**src/rtl/sram_arb_pkg.sv**
```systemverilog
// Shared constants for the SRAM arbiter slice.
//   S_CLEAR / S_RUN : top-level FSM state encodings
//   M0 / M1         : requester ids (also the round-robin pointer values)
//   addr_w()        : address width for a given depth, never below 1
package sram_arb_pkg;

  localparam logic [0:0] S_CLEAR = 1'b0;
  localparam logic [0:0] S_RUN   = 1'b1;

  localparam logic M0 = 1'b0;
  localparam logic M1 = 1'b1;

  function automatic int addr_w(input int n);
    return (n > 1) ? $clog2(n) : 1;
  endfunction

endpackage

```
**src/rtl/rr_arb2.sv**
```systemverilog
// Two-way round-robin arbiter with a combinational grant.
//   clk, rst : clock, synchronous active-high reset (pointer -> M0)
//   req[1:0] : request vector, bit K = master K
//   accept   : grants allowed this cycle
//   gnt[1:0] : one-hot grant (or zero), same cycle as req
module rr_arb2
  import sram_arb_pkg::*;
(
  input  logic       clk,
  input  logic       rst,
  input  logic [1:0] req,
  input  logic       accept,
  output logic [1:0] gnt
);

  // ptr names the master that wins the next contested cycle
  logic ptr;

  always_comb begin
    gnt = 2'b00;
    if (accept) begin
      if (req == 2'b11) gnt = (ptr == M1) ? 2'b10 : 2'b01;
      else              gnt = req;
    end
  end

  // Winner drops to lowest priority: after a grant to K, point at the other one
  always_ff @(posedge clk) begin
    if (rst)       ptr <= M0;
    else if (|gnt) ptr <= gnt[0] ? M1 : M0;
  end

endmodule

```
**src/rtl/sram_arbiter.sv**
```systemverilog
// Shares one single-port synchronous SRAM (1-cycle read latency) between a
// core-side requester (m0) and a DMA/debug requester (m1), one access per
// cycle, round-robin on contention. An optional clear engine zero-fills the
// whole array after reset before any request is served.
//   clk_i, rst_i          : clock, synchronous active-high reset
//   mK_req/we/addr/wdata  : requester K access (held until gnt)
//   mK_gnt_o              : access accepted this cycle (combinational)
//   mK_done_o, mK_rdata_o : response one cycle after grant
//   sram_*                : port to the SRAM instance
//   busy_o                : clear engine running, no grants
module sram_arbiter
  import sram_arb_pkg::*;
#(
  parameter  int DATA_WIDTH     = 32,
  parameter  int N_ENTRIES      = 128,
  parameter  int CLEAR_ON_RESET = 1,
  localparam int AW             = addr_w(N_ENTRIES)
) (
  input  logic                  clk_i,
  input  logic                  rst_i,
  input  logic                  m0_req_i,
  input  logic                  m0_we_i,
  input  logic [AW-1:0]         m0_addr_i,
  input  logic [DATA_WIDTH-1:0] m0_wdata_i,
  output logic                  m0_gnt_o,
  output logic                  m0_done_o,
  output logic [DATA_WIDTH-1:0] m0_rdata_o,
  input  logic                  m1_req_i,
  input  logic                  m1_we_i,
  input  logic [AW-1:0]         m1_addr_i,
  input  logic [DATA_WIDTH-1:0] m1_wdata_i,
  output logic                  m1_gnt_o,
  output logic                  m1_done_o,
  output logic [DATA_WIDTH-1:0] m1_rdata_o,
  output logic                  sram_en_o,
  output logic                  sram_we_o,
  output logic [AW-1:0]         sram_addr_o,
  output logic [DATA_WIDTH-1:0] sram_wdata_o,
  input  logic [DATA_WIDTH-1:0] sram_rdata_i,
  output logic                  busy_o
);

  localparam logic [AW-1:0] LAST = AW'(N_ENTRIES - 1);

  logic [0:0]    state;
  logic [AW-1:0] clr_cnt;
  logic          owner;
  logic          resp_v;
  logic          run;
  logic          resp_live;
  logic [1:0]    gnt;

  // Gating with rst_i keeps grants and SRAM strobes quiet during the reset
  // cycle itself, not only from the cycle after.
  assign run = (state == S_RUN) && !rst_i;

  rr_arb2 u_arb (
    .clk    (clk_i),
    .rst    (rst_i),
    .req    ({m1_req_i, m0_req_i}),
    .accept (run),
    .gnt    (gnt)
  );

  assign m0_gnt_o = gnt[0];
  assign m1_gnt_o = gnt[1];
  assign busy_o   = (state == S_CLEAR);

  always_ff @(posedge clk_i) begin
    if (rst_i) begin
      state   <= (CLEAR_ON_RESET != 0) ? S_CLEAR : S_RUN;
      clr_cnt <= '0;
      owner   <= M0;
      resp_v  <= 1'b0;
    end else begin
      resp_v <= |gnt;
      if (|gnt) owner <= gnt[1];
      if (state == S_CLEAR) begin
        // Terminal compare on N_ENTRIES-1 so odd depths stop at the last row
        if (clr_cnt == LAST) begin
          state   <= S_RUN;
          clr_cnt <= '0;
        end else begin
          clr_cnt <= clr_cnt + 1'b1;
        end
      end
    end
  end

  always_comb begin
    sram_en_o    = 1'b0;
    sram_we_o    = 1'b0;
    sram_addr_o  = '0;
    sram_wdata_o = '0;
    if (!rst_i && state == S_CLEAR) begin
      sram_en_o   = 1'b1;
      sram_we_o   = 1'b1;
      sram_addr_o = clr_cnt;
    end else if (gnt[0]) begin
      sram_en_o    = 1'b1;
      sram_we_o    = m0_we_i;
      sram_addr_o  = m0_addr_i;
      sram_wdata_o = m0_wdata_i;
    end else if (gnt[1]) begin
      sram_en_o    = 1'b1;
      sram_we_o    = m1_we_i;
      sram_addr_o  = m1_addr_i;
      sram_wdata_o = m1_wdata_i;
    end
  end

  // A response pending when reset arrives is dropped, not delivered
  assign resp_live  = resp_v && !rst_i;
  assign m0_done_o  = resp_live && (owner == M0);
  assign m1_done_o  = resp_live && (owner == M1);
  assign m0_rdata_o = m0_done_o ? sram_rdata_i : '0;
  assign m1_rdata_o = m1_done_o ? sram_rdata_i : '0;

endmodule

```
**config.mk**
```make
export PLATFORM = sky130hd
export DESIGN_NAME = sram_arbiter
export DESIGN_NICKNAME = d
export VERILOG_FILES = /design/src/rtl/sram_arb_pkg.sv /design/src/rtl/rr_arb2.sv /design/src/rtl/sram_arbiter.sv
export SDC_FILE = /design/constraint.sdc
export NUM_CORES = 1
export LEC_CHECK = 0
export ABC_AREA = 1
export ABC_CLOCK_PERIOD_IN_PS = 1600
export CORE_ASPECT_RATIO = 0.75
export CORE_MARGIN = 1.5
export CORE_UTILIZATION = 25
export DETAILED_ROUTE_END_ITERATION = 6
export PLACE_DENSITY = 0.81
export REMOVE_ABC_BUFFERS = 1
export SETUP_SLACK_MARGIN = 0.05
export SLEW_MARGIN = 20
export SYNTH_ARGS = -nofsm -noshare
export SYNTH_HDL_FRONTEND = slang
export SYNTH_SLANG_ARGS = --single-unit
export TNS_END_PERCENT = 1
```
**constraint.sdc**
```tcl
create_clock -name clk_i -period 1.6 [get_ports clk_i]
set_clock_uncertainty 0.1 [all_clocks]
set_input_delay 0.32 -clock clk_i [delete_from_list [all_inputs] [get_ports clk_i]]
set_output_delay 0.32 -clock clk_i [all_outputs]
set_load 0.02 [all_outputs]
```
Yosys cells after proc, flatten, opt, wreduce, memory -nomap -nowiden
Cells that the tools add are included.
- add/subtract/negate cells: 1
- equality and inequality tests: 2
- muxes and demuxes: 21
- bitwise operators: 2
- reduce and logical (&&, ||, !) cells: 7
- operators with widths (kind ; count):
    32-bit two-way mux ; 5
    7-bit two-way mux ; 4
    1-bit two-way mux ; 9
    7-bit by 1-bit adder with 7-bit output (second input constant) ; 1
    7-bit equality test (second input constant) ; 1
    2-bit two-way mux ; 3
    1-bit logical AND ; 5
    2-bit equality test (second input constant) ; 1
    1-bit NOT ; 2
    2-bit OR reduction ; 1
    1-bit zero test ; 1
- register bits after elaboration: 11
- word-level logic and storage cells: 38

Logic depth before layout (Yosys ltp)
- depth after elaboration: 6
- mapped depth: 7
- mapped depth without buffers: 7

By module
A second synthesis with hierarchy kept.
- cell total of the unflattened synthesis: 320
- area total of the unflattened synthesis: 1597.8 um^2
- by module, submodules not included (module ; instances ; cells each ; area an instance (um^2) ; seq. area each (um^2)):
    sram_arbiter ; 1 ; 309 ; 1531.5 ; 200.2
    rr_arb2 ; 1 ; 11 ; 66.3 ; 20.0

Least setup slack after synthesis
Ideal clock, no wire load.
- path kind: input-to-output
- from: input port rst_i
- to: output port m0_rdata_o[21]
- data arrival time: 1.334 ns
- data required time: 1.180 ns
- slack: -0.154 ns
- stages: 7
- path buffers: 2
- cell sequence: buf_6 -> inv_2 -> nand2_1 -> nor2_2 -> inv_2 -> buf_6 -> nor2_1
- cells in the longest elaborated chain, start to end: 4
- RTL lines (element ; RTL line ; text):
    from (decl) ; sram_arbiter.sv:20 ; input logic rst_i,
    1-bit zero test ; sram_arbiter.sv:113 ; assign resp_live = resp_v && !rst_i;
    1-bit logical AND ; sram_arbiter.sv:113 ;
    1-bit logical AND ; sram_arbiter.sv:114 ; assign m0_done_o = resp_live && (owner == M0);
    net m0_done_o ; sram_arbiter.sv:26 ; output logic m0_done_o,
    32-bit two-way mux ; sram_arbiter.sv:116 ; assign m0_rdata_o = m0_done_o ? sram_rdata_i : '0;
    to (decl) ; sram_arbiter.sv:27 ; output logic [DATA_WIDTH-1:0] m0_rdata_o,
The timed path passes the listed nets, and every way through them passes these cells.

Final worst setup path
- from: register state
- to: output port sram_wdata_o[6]
- cells in the longest elaborated chain, start to end: 5
- elaborated cells between the ends (all ways): 7
- those cells by class: 4 x mux; 1 x bitwise; 2 x reduce/logical
- RTL lines (element ; RTL line ; text):
    from (decl) ; sram_arbiter.sv:45 ; logic [0:0] state;
    from (signal assigned) ; sram_arbiter.sv:71 ; state <= (CLEAR_ON_RESET != 0) ? S_CLEAR : S_RUN;
    1-bit logical AND ; sram_arbiter.sv:55 ; assign run = (state == S_RUN) && !rst_i;
    2-bit two-way mux ; rr_arb2.sv:21 ; if (accept) begin
    32-bit two-way mux ; sram_arbiter.sv:104 ; end else if (gnt[1]) begin
    32-bit two-way mux ; sram_arbiter.sv:99 ; end else if (gnt[0]) begin
    32-bit two-way mux * ; sram_arbiter.sv:95 ; if (!rst_i && state == S_CLEAR) begin
    to (decl) ; sram_arbiter.sv:38 ; output logic [DATA_WIDTH-1:0] sram_wdata_o,
Mark *: on every way between the ends. The rest lies on a longest branch, timed or not.

==> impl_metrics.json <==
{
  "outcome": "finished with violations",
  "violations": "negative setup slack",
  "slew-limit-headroom": 0.817,
  "tritoncts_num_sinks": 11,
  "grt_usage": 0.210,
  "number_of_core_rows": 25,
  "period_needed_ns": 1.83,
  "hold_path_end": "u_arb.ptr$_SDFFE_PP0P_",
  "globalplace.congestion": 0.882,
  "cts.reportedPaths.clkPinSlew_ns": 0.05,
  "timing.setup.critical_path_class": "reg2out",
  "starting_density_of_the_core": 0.262,
  "io_pins": 226,
  "drt-total-wl_microns": 8350,
  "max_freq_mhz": 547,
  "place.port_buffers": 225,
  "routed-via-count": 2776,
  "sequential_fraction_of_the_synthesis_area": 0.131,
  "r2r.worst_path.cells": 7,
  "clock_tree.buffer_depth": 2,
  "r2r-start": "clr_cnt[1]$_SDFFE_PP0N_",
  "insertedDiodeCount": 0,
  "timing.final.crit_share": 1.14,
  "die_y_microns": 74.1,
  "netlist_area_before_placement_sq_um": 1680,
  "start_kind": "register",
  "detail_route.vias_per_cell": 4.32,
  "grt_remaining_overflow": 0,
  "layout.cells.most_common": "clkdlybuf4s50_1",
  "cts_tree": "yes",
  "drt_first_iter_violations": 77,
  "antenna_found_initial": 0,
  "maxSlewViolCount": 0,
  "syn_inst": 319,
  "worst_hold_startpoint": "rst_i",
  "detail_route.first_pass.iterations": 4,
  "antenna_violating_nets_post_route": 0,
  "postCtsHoldBufs": 0,
  "setup_viol": 69,
  "grt_setup_unrepaired": "true",
  "maximum_number_of_pins_on_one_net_before_global_route_repair": 33,
  "setup_tns_ns": -8.50,
  "hp-class": "in2reg",
  "setup.reg_to_reg.worst_slack_ns": 0.25,
  "cts_inserted_buffers": 3,
  "critical_path.endpoint_type": "output pin",
  "hold_viol_final": 0,
  "cp_max_fo": 12,
  "grt_pass1_wl_microns": 12300,
  "finalHoldWorstSlack_ns": 0.402,
  "power_per_cell_area_nw_per_um2": 233,
  "route.detailed.drc": 0,
  "timing.rr.end": "clr_cnt[6]$_SDFFE_PP0N_",
  "ys_seq_elements": 11,
  "clk-insertion-delay-late_ns": 0.24,
  "grt_pass1_vias": 2583,
  "die-area_sq_um": 7240,
  "timing.final.ws_setup_ns": -0.228,
  "post_synth.cell_area_avg_sq_um": 5.28,
  "design.final.nets": 680,
  "cp_data_required_time_ns": 1.18,
  "syn_to_final_growth_pct": 149,
  "ys.warnings.count": 0,
  "power_leakage_nw": 2.26,
  "vdd_drop_max_v": 0.000195,
  "max_cap_violations": 0,
  "wire_per_inst_microns": 13.0,
  "min_delay_path_depth": 4,
  "core_region_area_sq_um": 6410,
  "most-common-layout-cells": "clkdlybuf4s50_1, nand2_1, buf_4",
  "post_synth_num_cell_types": 23,
  "worstSetupStartpoint": "state$_SDFF_PP0_",
  "arrival_ns": 1.41,
  "dp_hpwl_microns": 7000,
  "drive_above_1_share": 0.372,
  "ctsHtreeMaxLevel": 1,
  "nFillCells": 556,
  "least_margin_pin_slew_ns": 0.273,
  "floorplan.die.width_microns": 97.7,
  "buffer_cell_driving_the_clock_tree_root": "clkbuf_8"
}
-- registers in the layout (all words and copies together), names as in the netlist --
| signal | cells |
|---|---|
| state | 1 |
| resp_v | 1 |
| u_arb.ptr | 1 |
| owner | 1 |
| clr_cnt | 7 |
-- per-stage QoR --
step / worst slack, ns / util / area, sq um / power [W] / cells
3_3_place_gp: -0.982 / 0.637 / 4080 / 0.000682 / 634
2_1_floorplan: -0.278 / - / 1510 / 0.000352 / 303
4_1_cts: -0.260 / 0.640 / 4100 / 0.000977 / 641
3_5_place_dp: -1.03 / 0.637 / 4080 / 0.000687 / 634
6_report: -0.228 / 0.653 / 4190 / 0.000977 / 643
5_1_grt: -0.290 / 0.653 / 4190 / 0.00103 / 643
-- worst max-delay path: stages (launching register included) --
cell,delay (ns)
dfxtp_2,0.35
inv_4,0.05
nor2_8,0.13
nand3_4,0.11
inv_8,0.10
buf_16,0.14
nand2_1,0.07
nand2_1,0.09
buf_6,0.13
-- area by class of cell --
cell class              instances  area, sq um  share of cell area
clock buffers                   4         45.0              0.0108
flip-flops and latches         11          226              0.0541
well taps                      81          101              0.0242
multi-input cells             245         1190               0.284
inverters                      47          201              0.0481
repair buffers                255         2420               0.579
-- per-layer routing --
| layer | vias to the layer above | part of all wire | GRT usage |
|---|---|---|---|
| met4 | 0 | 0.026 | 0.0762 |
| met2 | 149 | 0.53 | 0.421 |
| met3 | 21 | 0.085 | 0.0508 |
| met5 | - | 0 | 0 |
| met1 | 1197 | 0.35 | 0.217 |
| li1 | 1409 | - | - |
-- report_power, final --
part	leakage, nW	internal, W	switching [W]
logic	2.14	0.000286	0.000121
registers	0.0911	0.000279	0.00000422
clock network	0.0228	0.000176	0.000111
total	2.26	0.000741	0.000236
-- repair_timing --
action                                  in CTS  in global routing
buffers inserted                             1                  1
gates cloned                                 2                  1
gates resized for setup                    551                 59
pin swaps                                    3                 10
endpoints found under the setup margin     110                110
-- synth_stat cells --
master      n  area, sq um
xnor2_1     1         8.76
nand3_4     2         35.0
dfxtp_1    11          220
nand3b_1    1         7.51
nand4_1     1         6.26
inv_2       3         11.3
buf_8       1         15.0
nand3_1     9         45.0
buf_6      11          124
nand2_1   123          462
xor2_1      1         8.76
nand3_2     7         70.1
a21oi_1     4         20.0
o21ai_0     1         5.00
inv_4       2         12.5
ha_1        1         12.5
nor2_8      1         20.0
nor2_1     70          263
nand2_2    18          113
inv_1      42          158
nor2_2      5         31.3
buf_12      1         20.0
buf_2       3         15.0
-- how the worst max path moves through the flow --
stage                      endpoint  cells after the start
finish              sram_wdata_o[6]                      8
global route        sram_wdata_o[6]                      8
CTS                 sram_wdata_o[6]                      8
detailed placement  sram_wdata_o[6]                      8
global placement     m0_rdata_o[13]                      7
floorplan             m1_rdata_o[0]                      3
-- cells by family after synthesis --
group | Yosys count | share of synthesized area
adders and majority gates | 1 | 0.00743
buffers and inverters | 63 | 0.211
and+or+nand+nor | 237 | 0.625
xor gates and xnor gates | 2 | 0.0104
DFF | 11 | 0.131
AOI/OAI and AO/OA | 5 | 0.0149
Note: power is estimated with default switching activity, not from simulation.
